File: src/rtl/prbs_pkg.sv
// Shared constants and types for the PRBS burst scheduler: mode encodings,
// polynomial taps, the non-zero fallback seeds and the FSM state type.
package prbs_pkg;

  localparam logic [1:0] MODE_PRBS7 = 2'b00;
  localparam logic [1:0] MODE_PRBS9 = 2'b01;

  // x^7 + x^6 + 1 and x^9 + x^5 + 1, as bit positions in the state register
  localparam int PRBS7_TAP_HI = 6;
  localparam int PRBS7_TAP_LO = 5;
  localparam int PRBS9_TAP_HI = 8;
  localparam int PRBS9_TAP_LO = 4;

  localparam logic [6:0] SEED7_ONES = 7'h7F;
  localparam logic [8:0] SEED9_ONES = 9'h1FF;

  typedef enum logic [1:0] {
    ST_IDLE = 2'd0,
    ST_LOAD = 2'd1,
    ST_RUN  = 2'd2,
    ST_DONE = 2'd3
  } state_e;

endpackage

File: src/rtl/prbs_burst_sched_lfsr.sv
// Shared PRBS7/PRBS9 generator. PRBS7 lives in bits [6:0] with [8:7] held at 0;
// an all-zero seed would lock the register, so it is replaced by all-ones.
module prbs_lfsr9
  import prbs_pkg::*;
(
  input  logic       clk,
  input  logic       reset,
  input  logic       load,
  input  logic [8:0] seed,
  input  logic [1:0] mode,
  input  logic       step,
  output logic [8:0] state
);

  logic [8:0] state_q, state_d;
  logic [8:0] seed_m;
  logic       is9;

  always_comb begin
    is9    = (mode == MODE_PRBS9);
    seed_m = is9 ? seed : {2'b00, seed[6:0]};
    if (seed_m == '0) seed_m = is9 ? SEED9_ONES : {2'b00, SEED7_ONES};
    state_d = state_q;
    if (load) begin
      state_d = seed_m;
    end else if (step) begin
      if (is9) state_d = {state_q[7:0], state_q[PRBS9_TAP_HI] ^ state_q[PRBS9_TAP_LO]};
      else     state_d = {2'b00, state_q[5:0], state_q[PRBS7_TAP_HI] ^ state_q[PRBS7_TAP_LO]};
    end
  end

  always_ff @(posedge clk or posedge reset) begin
    if (reset) state_q <= '0;
    else       state_q <= state_d;
  end

  assign state = state_q;

endmodule

File: src/rtl/prbs_burst_sched.sv
// Round-robin scheduler sharing one PRBS generator between requesters.
// state | meaning
// IDLE  | waiting for any req; arbitrates from rr_ptr upward
// LOAD  | seed loaded into LFSR, count loaded with burst length
// RUN   | streaming words on the valid/ready port
// DONE  | one-cycle done/aborted pulse, rr_ptr advances past the owner
module prbs_burst_sched
  import prbs_pkg::*;
#(
  parameter int NUM_REQ = 4,
  parameter int LEN_W   = 8,
  parameter int OWN_W   = 2
) (
  input  logic                     clk,
  input  logic                     reset,
  input  logic [NUM_REQ-1:0]       req,
  input  logic [2*NUM_REQ-1:0]     req_mode,
  input  logic [9*NUM_REQ-1:0]     req_seed,
  input  logic [LEN_W*NUM_REQ-1:0] req_len,
  output logic [NUM_REQ-1:0]       grant,
  output logic                     busy,
  output logic                     out_valid,
  input  logic                     out_ready,
  output logic [31:0]              out_data,
  output logic [OWN_W-1:0]         out_owner,
  output logic                     out_last,
  output logic                     done,
  output logic                     aborted
);

  state_e               state_q, state_d;
  logic [NUM_REQ-1:0]   grant_q, grant_d;
  logic [OWN_W-1:0]     owner_q, owner_d, rr_ptr_q, rr_ptr_d;
  logic [1:0]           mode_q, mode_d;
  logic [LEN_W-1:0]     len_q, len_d, count_q, count_d;
  logic                 valid_q, valid_d, last_q, last_d;
  logic                 done_q, done_d, aborted_q, aborted_d, busy_q, busy_d;
  logic                 lfsr_load, lfsr_step, hs;
  logic [8:0]           lfsr_state;

  logic [1:0]           mode_a [NUM_REQ];
  logic [8:0]           seed_a [NUM_REQ];
  logic [LEN_W-1:0]     len_a  [NUM_REQ];
  logic [OWN_W-1:0]     pick_idx;
  logic                 pick_found;

  function automatic logic [OWN_W-1:0] rr_idx(input logic [OWN_W-1:0] base, input int off);
    int s;
    s = int'(base) + off;
    if (s >= NUM_REQ) s = s - NUM_REQ;
    return OWN_W'(s);
  endfunction

  always_comb begin
    for (int i = 0; i < NUM_REQ; i++) begin
      mode_a[i] = req_mode[2*i +: 2];
      seed_a[i] = req_seed[9*i +: 9];
      len_a[i]  = req_len[LEN_W*i +: LEN_W];
    end
  end

  // Walk from the farthest offset down so the nearest set bit to rr_ptr wins.
  always_comb begin
    pick_idx   = '0;
    pick_found = 1'b0;
    for (int i = NUM_REQ - 1; i >= 0; i--) begin
      if (req[rr_idx(rr_ptr_q, i)]) begin
        pick_found = 1'b1;
        pick_idx   = rr_idx(rr_ptr_q, i);
      end
    end
  end

  always_comb begin
    state_d   = state_q;
    grant_d   = grant_q;
    owner_d   = owner_q;
    rr_ptr_d  = rr_ptr_q;
    mode_d    = mode_q;
    len_d     = len_q;
    count_d   = count_q;
    valid_d   = valid_q;
    last_d    = last_q;
    done_d    = 1'b0;
    aborted_d = 1'b0;
    lfsr_load = 1'b0;
    lfsr_step = 1'b0;
    hs        = valid_q && out_ready;
    case (state_q)
      ST_IDLE: begin
        if (pick_found) begin
          state_d = ST_LOAD;
          grant_d = NUM_REQ'(1) << pick_idx;
          owner_d = pick_idx;
          mode_d  = mode_a[pick_idx];
          len_d   = len_a[pick_idx];
        end
      end
      ST_LOAD: begin
        lfsr_load = 1'b1;
        count_d   = len_q;
        if (len_q == '0) begin
          state_d = ST_DONE;
          done_d  = 1'b1;
        end else begin
          state_d = ST_RUN;
          valid_d = 1'b1;
          last_d  = (len_q == LEN_W'(1));
        end
      end
      ST_RUN: begin
        if (hs) begin
          lfsr_step = 1'b1;
          count_d   = count_q - LEN_W'(1);
          last_d    = (count_q == LEN_W'(2));
        end
        // A beat accepted together with a req drop still counts; only the
        // final beat turns the drop into a clean completion.
        if (hs && count_q == LEN_W'(1)) begin
          state_d = ST_DONE;
          valid_d = 1'b0;
          last_d  = 1'b0;
          done_d  = 1'b1;
        end else if (!req[owner_q]) begin
          state_d   = ST_DONE;
          valid_d   = 1'b0;
          last_d    = 1'b0;
          done_d    = 1'b1;
          aborted_d = 1'b1;
        end
      end
      ST_DONE: begin
        state_d  = ST_IDLE;
        grant_d  = '0;
        rr_ptr_d = rr_idx(owner_q, 1);
      end
      default: state_d = ST_IDLE;
    endcase
    busy_d = (state_d != ST_IDLE);
  end

  always_ff @(posedge clk or posedge reset) begin
    if (reset) begin
      state_q   <= ST_IDLE;
      grant_q   <= '0;
      owner_q   <= '0;
      rr_ptr_q  <= '0;
      mode_q    <= '0;
      len_q     <= '0;
      count_q   <= '0;
      valid_q   <= 1'b0;
      last_q    <= 1'b0;
      done_q    <= 1'b0;
      aborted_q <= 1'b0;
      busy_q    <= 1'b0;
    end else begin
      state_q   <= state_d;
      grant_q   <= grant_d;
      owner_q   <= owner_d;
      rr_ptr_q  <= rr_ptr_d;
      mode_q    <= mode_d;
      len_q     <= len_d;
      count_q   <= count_d;
      valid_q   <= valid_d;
      last_q    <= last_d;
      done_q    <= done_d;
      aborted_q <= aborted_d;
      busy_q    <= busy_d;
    end
  end

  prbs_lfsr9 u_lfsr (
    .clk   (clk),
    .reset (reset),
    .load  (lfsr_load),
    .seed  (seed_a[owner_q]),
    .mode  (mode_q),
    .step  (lfsr_step),
    .state (lfsr_state)
  );

  assign grant     = grant_q;
  assign busy      = busy_q;
  assign out_valid = valid_q;
  assign out_data  = {23'b0, lfsr_state};
  assign out_owner = owner_q;
  assign out_last  = last_q;
  assign done      = done_q;
  assign aborted   = aborted_q;

endmodule
File: config.mk
export PLATFORM = sky130hd
export DESIGN_NAME = prbs_burst_sched
export DESIGN_NICKNAME = d
export VERILOG_FILES = /design/src/rtl/prbs_pkg.sv /design/src/rtl/prbs_burst_sched_lfsr.sv /design/src/rtl/prbs_burst_sched.sv
export SDC_FILE = /design/constraint.sdc
export NUM_CORES = 1
export LEC_CHECK = 0
export CORE_UTILIZATION = 28
export DETAILED_ROUTE_END_ITERATION = 10
export PLACE_DENSITY = 0.63
export SLEW_MARGIN = 30
export SYNTH_ARGS = -nofsm -noshare
export SYNTH_HDL_FRONTEND = slang
export SYNTH_SLANG_ARGS = --single-unit
File: constraint.sdc
create_clock -name clk -period 2 [get_ports clk]
set_input_delay 0.4 -clock clk [delete_from_list [all_inputs] [get_ports clk]]
set_output_delay 0.4 -clock clk [all_outputs]
set_load 0.05 [all_outputs]
==> summary by stage <==
Critical path
In this design, the stage delay of the slowest critical-path cell is approximately 820 ps. Measured in cells, the most critical reg-to-reg path has a length of 5. On the critical path the largest part of the delay comes from buffers and inverters. The arrival time at the worst endpoint is about 1500 ps. The type of the setup path with the least slack is reg -> out. The worst setup path is captured at an output port. STA classifies the critical path startpoint as a flop. The signal on the critical path passes through clkdlybuf4s50_1.

The slack of the worst reg-to-reg path is around 120 ps. The critical path's slowest cell is clkdlybuf4s50_1. The data required time at the worst endpoint is 1600 ps. The number of buffers and inverters on the critical path is 1.

The beginning of the worst register-to-register path is count_q[5]$_DFFE_PP0P_. Along the worst path, the maximum fanout reaches 3. The worst register-to-register path ends at busy$_DFF_PP0_.

Timing
The smallest setup slack after layout is approximately 92 ps. The transition at the pin with the smallest max-transition slack is around 530 ps. The final number of max-transition violations is 0. The post-route worst hold slack is between 400 and 500 ps. For the final routed database, the setup TNS stands at 0 ps. On the final layout, the worst clock skew is 7.01 ps. The clock period minus worst slack is between 1500 and 2000 ps. Setup violations remaining at the end of the flow were counted as 0. The relative slew slack is 64.5%. The final cycle utilization of the critical path is 95.4%. The total count of hold-check failures in the final report came to 0. The timing-limited maximum frequency is 524 MHz.

Synthesis
Counting distinct cell types in the post-synthesis netlist gives 50. The cell taking the most area after synthesis is dfrtp_1. The leading cell type by number of instances after synthesis is dfrtp_1. After synthesis, the cell types taking the most area are dfrtp_1 (36%), mux2i_1 (8.2%), mux4_2 (7.7%), buf_4 (5.9%), nand2_1 (5.1%). The cell count after synthesis came out at 307.

Counting instances in the post-synthesis netlist gives the leading cell types as dfrtp_1 (42), nand2_1 (40), mux2i_1 (24), buf_4 (23). The total number of yosys warnings is 0. The main flop type after synthesis is dfrtp_1. The synthesized area divided by synthesized cell count is between 9 and 10 um^2. Summed over its instances, the top area cell type makes up 36.0% of the synthesized netlist area. The synthesized design contains 42 register bits. The summed instance area of the synthesized netlist is a little under 3000 um^2. The sequential cell area fraction in the yosys report is 36.0%. The number of enable flip-flop cells after synthesis is 0. The async set or reset register ratio after synthesis is 100%.

Floorplanning
The count of boundary I/O pins is around 130. The floorplan step set the die height to around 100 um. The initialized floorplan defines 36 standard-cell rows. The total area inside the core boundary comes to 9950 um^2. The starting utilization of the core area is 29.4%.

The overall die width is 104 um. The total die area is ~11000 um^2.

CTS
The clock insertion delay at the later pin of the skew report is about 300 ps. The TritonCTS buffer count is 5. The number of clock sinks is 42. The clock tree synthesis step divided the H-tree into 2 levels. CTS placed an instance of clkbuf_8 at the clock tree root. Clock-pin slew was measured on the worst setup and hold paths at about 80 ps. Counting along the longest clock path gives a buffer depth of 2.

After clock tree synthesis, the flow added hold-fix buffers numbering 0. The CTS tree is built.

Power and ir drop
The static power due to leakage is between 1.5 and 2 nW. The power density over the cells is approximately 1500 nW/um^2. The power consumption is between 6 and 7 mW. VDD sags by at most ~0.9 mV.

Finish
At the end of the flow the core is filled with cells to 44.2%. The number of antenna repair diodes is 0. Relative to the synthesized area, the layout overhead comes to 50.7%.

The fraction of final layout cells sized beyond drive strength 1 is 17.8%. Counting the fill cells in the layout gives 940. After the last flow step, the layout net total stands at roughly 530.

Placement
The number of I/O port buffers is 102. The HPWL after detailed placement is about 6500 um. At the end of routability-driven placement, the weighted congestion stood at between 0.8 and 0.9. OpenSTA, run right after detailed placement, puts the worst setup slack at -211 ps.

Status
The flow ran to the end, and the final reports show no timing, DRC or antenna violations.

Global route
The via count of the first global-routing pass is 2635. The initial antenna violation count came to 0. After global routing the overflow that remains totals 0. The global-route wire length before repair is roughly 13000 um.

Entering global routing, the biggest net connects 43 pins. Global routing consumed, over all layers together, approximately 15% of the routing resources.

Job
The max-capacitance violation count is 0.

Drt
The final antenna-violating net count is 0. The final layout contains routed wiring with a total length of a little over 8000 um. After detailed routing, the average wire length per cell comes to 14.3 um.

For this block, the initial DRC count from the detailed router was between 100 and 150. The vias after detailed routing is about 2700. The post-route DRC violation count is 0. The per-cell via count in the routed design is roughly 4.7.

The number of iterations in the first detailed-routing pass is 4.

Hold path
The path category of the worst min-delay check is in -> async.
area by class of cell:
type	count	area, um^2	share of cell area (%)
Multi-Input combinational cell	241	1720	39.1
Timing Repair Buffer	140	1320	29.9
Sequential cell	42	1050	23.9
Tap cell	133	166	3.78
Clock buffer	6	72.6	1.65
Clock inverter	2	37.5	0.852
Inverter	8	30.0	0.682
cell usage in the layout (no fill, tap or decap), types with 3 or more instances in the layout:
master           count
a211oi_1             4
a21oi_1             11
a31oi_1              4
and3_1               8
buf_12               3
buf_4               45
clkbuf_8             5
clkdlybuf4s50_1     92
conb_1              23
dfrtp_1             39
dfrtp_2              3
ha_1                 7
inv_1                7
mux2i_1             24
mux4_2              10
nand2_1             40
nand2b_1             5
nand3_1              3
nor2_1              21
nor2b_1              7
o21a_1               3
o21ai_0             21
o221ai_1            10
xnor2_1              5
xor2_1               3
power by group:
part           internal, mW  total [mW]  switching (mW)  leakage (nW)
clock network         0.373       0.677           0.304        0.0514
registers              1.28        1.70           0.420         0.507
logic                  1.82        4.07            2.24          1.33
total                  3.47        6.44            2.97          1.89
routing by layer:
metal / part of all wire, % / GRT usage (%)
met5: 0 / 0
met4: 1.8 / 4.49
met3: 5.1 / 2.88
met1: 44 / 19.5
met2: 49 / 24.8
stage by stage:
| step | cells | area (um^2) |
|---|---|---|
| 5_1_grt | 572 | 4400 |
| 2_1_floorplan | 329 | 3010 |
| 6_report | 572 | 4400 |
| 3_5_place_dp | 559 | 4220 |
| 4_1_cts | 567 | 4330 |
| 3_3_place_gp | 559 | 4220 |
worst max path at each step:
stage | start | endpoint | slack [ps] | cells past startpoint
floorplan | out_owner[1]$_DFFE_PP0P_ | u_lfsr.state[0]$_DFFE_PP0P_ | 40 | 5
global placement | req[2] | len_q[0]$_DFFE_PP0P_ | -170 | 6
detailed placement | req[0] | len_q[4]$_DFFE_PP0P_ | -210 | 6
CTS | out_owner[0]$_DFFE_PP0P_ | u_lfsr.state[1]$_DFFE_PP0P_ | 40 | 4
global route | out_owner[0]$_DFFE_PP0P_ | u_lfsr.state[8]$_DFFE_PP0P_ | -9 | 6
finish | grant[1]$_DFFE_PP0P_ | grant[1] | 90 | 1
timing repair:
| item | in CTS | in global routing |
|---|---|---|
| gates resized for setup | 0 | 5 |
| setup endpoints to repair | 0 | 21 |
| buffers inserted | 0 | 5 |
registers in the layout, summed over array words and instances (netlist names), 2 cells and up:
| name | cells |
|---|---|
| grant | 4 |
| u_lfsr.state | 9 |
| out_owner | 2 |
| mode_q | 2 |
| len_q | 8 |
| count_q | 8 |
| rr_ptr_q | 2 |
| state_q | 2 |
cells by family (layout without fill, tap and decap cells):
kind of cell | after synthesis | in the layout | share of synthesized area [%]
and+or+nand+nor | 100 | 100 | 16.9
AOI/OAI and AO/OA | 69 | 69 | 16.4
buffers and inverters | 46 | 156 | 9.33
DFF | 42 | 42 | 36.0
muxes | 34 | 34 | 15.9
xor gates and xnor gates | 8 | 8 | 2.40
adders and majority gates | 7 | 7 | 3.00
other | 1 | 23 | 0.128
(Power assumes the default switching activity.)
